<file path="src/rtl/error_status_unit.sv">
// Error collector: registered priority code per operation, plus sticky status,
// first-error code, saturating count and irq, cleared through a req/ack handshake.
module error_status_unit #(
   parameter  int NUM_SRC = 3,
   parameter  int CNT_W   = 8,
   localparam int CODE_W  = $clog2(NUM_SRC + 1)
) (
   input  logic               clk,
   input  logic               rst_n,
   input  logic               op_valid,
   input  logic [NUM_SRC-1:0] err_in,
   input  logic [NUM_SRC-1:0] err_mask,
   input  logic               clear_req,
   output logic               clear_ack,
   output logic [CODE_W-1:0]  err_code,
   output logic               err_valid,
   output logic [NUM_SRC-1:0] sticky,
   output logic [CODE_W-1:0]  first_code,
   output logic [CNT_W-1:0]   err_count,
   output logic               irq
);

   typedef enum logic [1:0] {IDLE, LATCHED, CLEARING} state_t;

   localparam logic [CNT_W-1:0] CNT_MAX = {CNT_W{1'b1}};

   // Lowest set index wins; code is index+1, zero means no error.
   function automatic logic [CODE_W-1:0] enc(input logic [NUM_SRC-1:0] v);
      enc = '0;
      for (int i = NUM_SRC - 1; i >= 0; i--)
         if (v[i]) enc = CODE_W'(i + 1);
   endfunction

   state_t             state, state_nxt;
   logic [NUM_SRC-1:0] m, sticky_nxt;
   logic [CODE_W-1:0]  first_nxt;
   logic [CNT_W-1:0]   count_nxt;
   logic               hit;

   assign m   = err_in & ~err_mask;
   assign hit = op_valid & (|m);

   always_comb begin
      state_nxt  = state;
      sticky_nxt = sticky;
      first_nxt  = first_code;
      count_nxt  = err_count;
      case (state)
         IDLE: begin
            if (hit) begin
               sticky_nxt = sticky | m;
               first_nxt  = enc(m);
               count_nxt  = CNT_W'(1);
               state_nxt  = LATCHED;
            end
            if (clear_req) state_nxt = CLEARING;
         end
         LATCHED: begin
            if (hit) begin
               sticky_nxt = sticky | m;
               if (err_count != CNT_MAX) count_nxt = err_count + CNT_W'(1);
            end
            if (clear_req) state_nxt = CLEARING;
         end
         CLEARING: begin
            // Status reloads from this cycle's sample so a colliding error survives.
            sticky_nxt = hit ? m : '0;
            first_nxt  = hit ? enc(m) : '0;
            count_nxt  = hit ? CNT_W'(1) : '0;
            state_nxt  = hit ? LATCHED : IDLE;
         end
         default: state_nxt = IDLE;
      endcase
   end

   always_ff @(posedge clk or negedge rst_n) begin
      if (!rst_n) begin
         state      <= IDLE;
         sticky     <= '0;
         first_code <= '0;
         err_count  <= '0;
         err_code   <= '0;
         err_valid  <= 1'b0;
      end else begin
         state      <= state_nxt;
         sticky     <= sticky_nxt;
         first_code <= first_nxt;
         err_count  <= count_nxt;
         err_valid  <= op_valid;
         if (op_valid) err_code <= enc(m);
      end
   end

   assign irq       = (state == LATCHED);
   assign clear_ack = (state == CLEARING);

endmodule

</file>
<file path="config.mk">
export PLATFORM = sky130hd
export DESIGN_NAME = error_status_unit
export DESIGN_NICKNAME = d
export VERILOG_FILES = /design/src/rtl/error_status_unit.sv
export SDC_FILE = /design/constraint.sdc
export NUM_CORES = 1
export LEC_CHECK = 0
export BUFFER_PORTS_ARGS = -buffer_cell sky130_fd_sc_hd__buf_2
export CAP_MARGIN = 20
export CORE_MARGIN = 5
export CORE_UTILIZATION = 47
export CTS_CLUSTER_DIAMETER = 150
export DETAILED_ROUTE_END_ITERATION = 6
export GPL_ROUTABILITY_DRIVEN = 0
export PLACE_DENSITY = 0.71
export SLEW_MARGIN = 20
export SYNTH_ARGS = -nofsm -noshare
export SYNTH_HDL_FRONTEND = slang
export SYNTH_SLANG_ARGS = --single-unit
</file>
<file path="constraint.sdc">
create_clock -name clk -period 2.9 [get_ports clk]
set_clock_uncertainty 0.15 [all_clocks]
set_input_delay 0.29 -clock clk [delete_from_list [all_inputs] [get_ports clk]]
set_output_delay 0.29 -clock clk [all_outputs]
set_load 0.02 [all_outputs]
</file>
==> results of run 1 <==
-- flip-flops by register name, indices dropped and copies added, names as in the netlist --
register,flops
first_code,2
err_count,8
state,2
sticky,3
err_valid,1
err_code,2
-- critical path, delay by kind of cell, from the launching register on --
| family | cells | cell delay [ns] |
|---|---|---|
| AOI/OAI and AO/OA | 2 | 0.50 |
| DFF | 1 | 0.45 |
| adders and majority gates | 1 | 0.48 |
| buffers and inverters | 1 | 0.18 |
| and+or+nand+nor | 2 | 0.28 |
-- metal layers --
layer	global-route usage (%)	vias to the layer above
li1	-	506
met1	20.6	499
met3	2.61	6
met4	6.47	0
met2	26.1	26
met5	0	-
-- path summary, 6_finish.rpt --
check	from	endpoint	slack [ns]	cells past startpoint
max	state[1]	state[1]	0.76	6
min	op_valid	err_valid	0.02	1
max reg2reg	state[1]	state[1]	0.76	6
min reg2reg	err_code[1]	err_code[1]	0.34	1
max in group asynchronous	rst_n	state[1]	2.03	2
min in group asynchronous	rst_n	sticky[2]	0.29	2
-- cell type report --
type / count / area [um^2]
Timing Repair Buffer: 28 / 145
Sequential cell: 18 / 450
Clock buffer: 4 / 36.3
Tap cell: 28 / 35.0
Inverter: 8 / 30.0
Fill cell: 208 / 923
Multi-Input combinational cell: 93 / 634
-- logic make-up (layout without fill, tap and decap cells) --
logic type | after synthesis | after routing | share of synthesized area [%]
AO/OA/AOI/OAI | 43 | 43 | 26.0
buffers and inverters | 12 | 40 | 4.73
AND/OR/NAND/NOR | 42 | 42 | 20.8
adder cells (fa/ha/maj) | 5 | 5 | 5.49
flip-flops | 18 | 18 | 39.6
multiplexers | 3 | 3 | 3.41
-- report_power, final --
| group | internal (mW) | leakage, nW | switching [mW] |
|---|---|---|---|
| Clock | 0.0765 | 0.0210 | 0.0818 |
| Combinational | 0.232 | 0.400 | 0.379 |
| Sequential | 0.315 | 0.229 | 0.0522 |
-- cell usage after synthesis (4+ instances only) --
library cell / number
a21oi_1: 12
nand3_1: 4
nor3_1: 4
nor2_1: 5
o21ai_0: 9
and3_1: 4
dfrtp_1: 18
ha_1: 5
nand2_1: 13
nor2b_1: 4
inv_1: 7
-- metrics by stage --
| step | total power [mW] | hold WS [ns] |
|---|---|---|
| 3_5_place_dp | 0.982 | 0.0972 |
| 5_1_grt | 1.23 | 0.0178 |
| 2_1_floorplan | 0.829 | -0.156 |
| 4_1_cts | 1.15 | 0.0156 |
| 3_3_place_gp | 0.967 | 0.0891 |
| 6_report | 1.14 | 0.0235 |
-- cells in the final DEF (no fill, tap or decap), types with 2 or more instances in the layout --
cell type  synthesis  routed
a21o_1             2       2
a21oi_1           12      12
a221o_1            2       2
a31oi_1            3       3
and3_1             4       4
buf_2              1      27
clkbuf_4           0       3
dfrtp_1           18      18
ha_1               5       5
inv_1              7       7
nand2_1           13      13
nand2b_4           2       2
nand3_1            4       4
nor2_1             5       5
nor2b_1            4       4
nor3_1             4       4
o21ai_0            9       9
o2bb2ai_1          3       3
o31ai_1            2       2
==> results.yml, run 1 <==
timing:
  setup_ws_ns: 0.757
  period_share_pct: 73.9
  finalHoldViolCount: 0
  min_period_ns: 2.14
  max-slew-margin-rel_pct: 68.7
  fmax_mhz: 467
  maxSlewViolCount: 0
  tightest_slew_ns: 0.469
  rsz0062_at_grt: "false"
  finalSetupTns_ns: 0
  setup_violations: 0
drt:
  antenna_left: 0
  wl_per_cell_um: 14.3
  first_pass_iters: 4
  m1WireLength_um: 1100
  top_layer: "met4"
  drc: 0
  routed_wl_um: 2560
  wl_met2_um: 1280
  routed-wl-met3_um: 142
  vias_per_cell: 5.79
  num_vias: 1037
  drt-initial-drc-count: 27
grt:
  grt_pass1_wl_um: 4350
  antenna_found_initial: 0
  grt_overflow: 0
  grt_use_total_pct: 15.9
  grt_pass1_vias: 987
  grt_max_degree: 19
synthesis:
  synth_ff_type: "dfrtp_1"
  synth_top_cell_area_share_pct: 39.6
  synth.area.top_cells: "dfrtp_1 40%, ha_1 5.5%, a21oi_1 5.3%"
  synth_area_mm2: 0.00114
  synth-edff-count: 0
  yosysWarnings: 0
  synth_seq_area_share_pct: 39.6
  synth_seq_cells: 18
  ys_types: 40
  syn_nets: 138
  avgSynthCellArea_um2: 9.26
  synthArstFlopShare_pct: 100
  syn_inst: 123
  yosysTopAreaCell: "dfrtp_1"
floorplanning:
  start_util_pct: 50.5
  num_rows: 17
  die_h_um: 59.2
  core-area_mm2: 0.00225
  die-area_mm2: 0.00351
  die_width_um: 59.2
  ios: 28
setup_path:
  end_kind: "flop"
  cpPeakStageDelay_ns: 0.48
  critical-path-slowest-cell: "ha_1"
  start_kind: "flop"
  cp_cell_sequence: "inv_1 -> ha_1 -> o21bai_1 -> nor2_1 -> nor3_1 -> a311o_1"
  cp.arrival_ns: 2.18
  crit_type: "flop to flop"
  critPathMaxFanout: 15
  worstPathRequired_ns: 2.93
pwr:
  cellLeakagePower_nw: 0.650
  max-vdd-ir-drop_v: 0.000584
  power_density_mw_per_mm2: 854
placed_design:
  postPlaceCellArea_mm2: 0.00128
  port_buffers: 27
  hpwl_um: 1950
  pre_cts_slack_ns: 0.791
  dp_cells: 174
flow_run:
  maxCapViolations: 0
run_status:
  status: "completed"
cells_and_area:
  nets: 167
  syn_to_final_growth_pct: 16.9
  drive_above_1_share_pct: 27.8
  fin_area_mm2: 0.00133
  antenna_cells: 0
  final_cells: 179
  fin_util_pct: 59.0
hold_path:
  hold_class: "primary input to flop"
clock_tree:
  cts_tree: "yes"
  ctsResizeCount: 0
  clock_path_buffers: 2
  cts-htree-levels: 1
  post_cts_buffers: 0
  clk_transition_reported_paths_ns: 0.11
  clock_latency_ns: 0.30
  numCtsBuffers: 3
  clkSinkCount: 18
  hold_buffers: 1
  cts_root_buf: "clkbuf_4"
No activity file was read; power rests on OpenSTA's default activity.
==> run 2, diff against run 1 <==
--- a/config.mk
+++ b/config.mk
@@ -12,7 +12,7 @@
 export CTS_CLUSTER_DIAMETER = 150
 export DETAILED_ROUTE_END_ITERATION = 6
 export GPL_ROUTABILITY_DRIVEN = 0
-export PLACE_DENSITY = 0.71
+export PLACE_DENSITY = 0.73
 export SLEW_MARGIN = 20
 export SYNTH_ARGS = -nofsm -noshare
 export SYNTH_HDL_FRONTEND = slang
==> constraint.sdc (replaced) <==
create_clock -name clk -period 1.7 [get_ports clk]
set_clock_uncertainty 0.15 [all_clocks]
set_input_delay 0.17 -clock clk [delete_from_list [all_inputs] [get_ports clk]]
set_output_delay 0.17 -clock clk [all_outputs]
set_load 0.02 [all_outputs]
==> results.yml, run 2 (synthesized netlist as in run 1, its figures left out) <==
run_status:
  status: "complete, but fails checks"
  violations: "setup timing"
cells_and_area:
  largest_reg_flops: 8
  top_register: "err_count"
  drive_above_1_share_pct: 43.5
  final_common_cell: "buf_2"
  reg_top3: "err_count: 8 flops, sticky: 3 flops"
  layout_common_cells: "26 x buf_2, 21 x buf_4, 16 x dfrtp_1, 13 x nand2_1, 12 x a21oi_1"
  fin_util_pct: 72.3
  syn_to_final_growth_pct: 43.2
  nets: 193
  antenna_cells: 0
placed_design:
  port_buffers: 27
  hpwl_um: 2240
grt:
  grt_max_degree: 19
  antenna_found_initial: 0
  grt_use_total_pct: 19.8
  grt_pass1_wl_um: 5390
  grt_pass1_vias: 1229
  grt_overflow: 0
pwr:
  power_density_mw_per_mm2: 1520
  max-vdd-ir-drop_v: 0.00118
  power.internal_mw: 1.43
  cellLeakagePower_nw: 0.780
  power_frac_clock_pct: 11.2
  p_sw_share_pct: 42.3
  power_switching_mw: 1.05
  power_frac_seq_pct: 24.8
  power_frac_comb_pct: 64.0
drt:
  drt-initial-drc-count: 34
  num_vias: 1187
  vias_per_cell: 5.79
  wl_per_cell_um: 15.3
  drc: 0
  antenna_left: 0
  routed_wl_um: 3130
  first_pass_iters: 4
clock_tree:
  clk_transition_reported_paths_ns: 0.11
  clock_latency_ns: 0.30
  numCtsBuffers: 3
  clkSinkCount: 18
  cts_root_buf: "clkbuf_4"
  cts_tree: "yes"
  cts-htree-levels: 1
  clock_path_buffers: 2
timing:
  fmax_mhz: 588
  maxSlewViolCount: 0
  setup_ws_ns: -0.00138
  rsz0062_at_grt: "true"
  tightest_slew_ns: 0.416
  finalSetupTns_ns: -0.00138
  setup_violations: 1
  max-slew-margin-rel_pct: 72.3
  finalHoldViolCount: 0
  min_period_ns: 1.70
  period_share_pct: 100
floorplanning:
  die-area_mm2: 0.00351
  num_rows: 17
  die_width_um: 59.2
  ios: 28
  core-area_mm2: 0.00225
  start_util_pct: 50.5
  die_h_um: 59.2
setup_path:
  end_kind: "flop"
  r2r_start: "err_count[1]"
  critPathMaxFanout: 4
  critPathLaunch: "err_count[1]"
  worstPathRequired_ns: 1.75
  cp.arrival_ns: 1.75
  start_kind: "flop"
  crit_type: "flop to flop"
hold_path:
  hold_class: "primary input to flop"
  hold_path_startpoint: "err_mask[0]"
flow_run:
  maxCapViolations: 0
==> run 2: changes by cell type in the layout (fill, tap and decap cells not counted), moves of 3 or more <==
cell,previous run,this run
buf_4,0,21
buf_6,0,3
ha_1,5,1
ha_4,0,3
==> run 2: final timing paths <==
path,endpoint,slack [ns],cells after the start
setup / recovery,err_count[1],-0.001,6
hold / removal,first_code[1],0.07,3
setup reg to reg,err_count[1],-0.001,6
hold reg to reg,err_code[1],0.35,1
max in group asynchronous,err_count[0],0.93,2
min in group asynchronous,err_count[2],0.16,2
==> run 2: cell type report <==
| cell class | count | area, um^2 |
|---|---|---|
| clock buffers | 4 | 36.3 |
| fillers | 194 | 624 |
| inverters | 8 | 30.0 |
| multi-input cells | 93 | 704 |
| flip-flops and latches | 18 | 453 |
| well taps | 28 | 35.0 |
| repair buffers | 54 | 372 |
==> run 2: power groups by stage <==
stage	sequential, mW	clock, mW	combinational [mW]
2_1_floorplan	0.751	0	0.787
3_3_place_gp	0.621	0	1.43
3_5_place_dp	0.624	0	1.46
4_1_cts	0.615	0.279	1.54
5_1_grt	0.638	0.304	1.73
6_report	0.616	0.279	1.59
==> run 2: stage by stage <==
step	hold slack, ns	area [um^2]	total power, mW	std cells	setup slack (ns)
final	0.0722	1630	2.48	205	-0.00138
after global routing	0.0834	1630	2.67	205	-0.0576
after floorplan	-0.276	1190	1.54	123	-0.0746
after global placement	-0.0290	1520	2.05	199	0.0310
after detailed placement	-0.0186	1520	2.08	199	0.00803
after CTS	0.0657	1620	2.44	206	-0.00288
==> run 2: worst max-delay path, stage by stage (launching register included) <==
cell and delay [ns]:
dfrtp_2 0.40, ha_4 0.14, nand3_2 0.08, or3_4 0.37
nand2_4 0.10, a21oi_4 0.06, mux2_4 0.30
==> run 2: repair_timing <==
action | in CTS | in global routing
hold buffers | 3 | 0
setup endpoints to repair | 4 | 8
pin swaps | 0 | 4
gates resized for setup | 5 | 5
buffers inserted | 0 | 0
endpoints found under the hold margin | 20 | 0
==> run 2: metal layers <==
| metal | up-vias | global-route usage (%) | routed length, um | share of wire (%) |
|---|---|---|---|---|
| met5 | - | 0 | 0 | 0 |
| met4 | 0 | 9.06 | 75 | 2.4 |
| met3 | 8 | 3.27 | 160 | 5.1 |
| met2 | 45 | 33.7 | 1620 | 52 |
| met1 | 574 | 24.2 | 1270 | 41 |
| li1 | 560 | - | - | - |
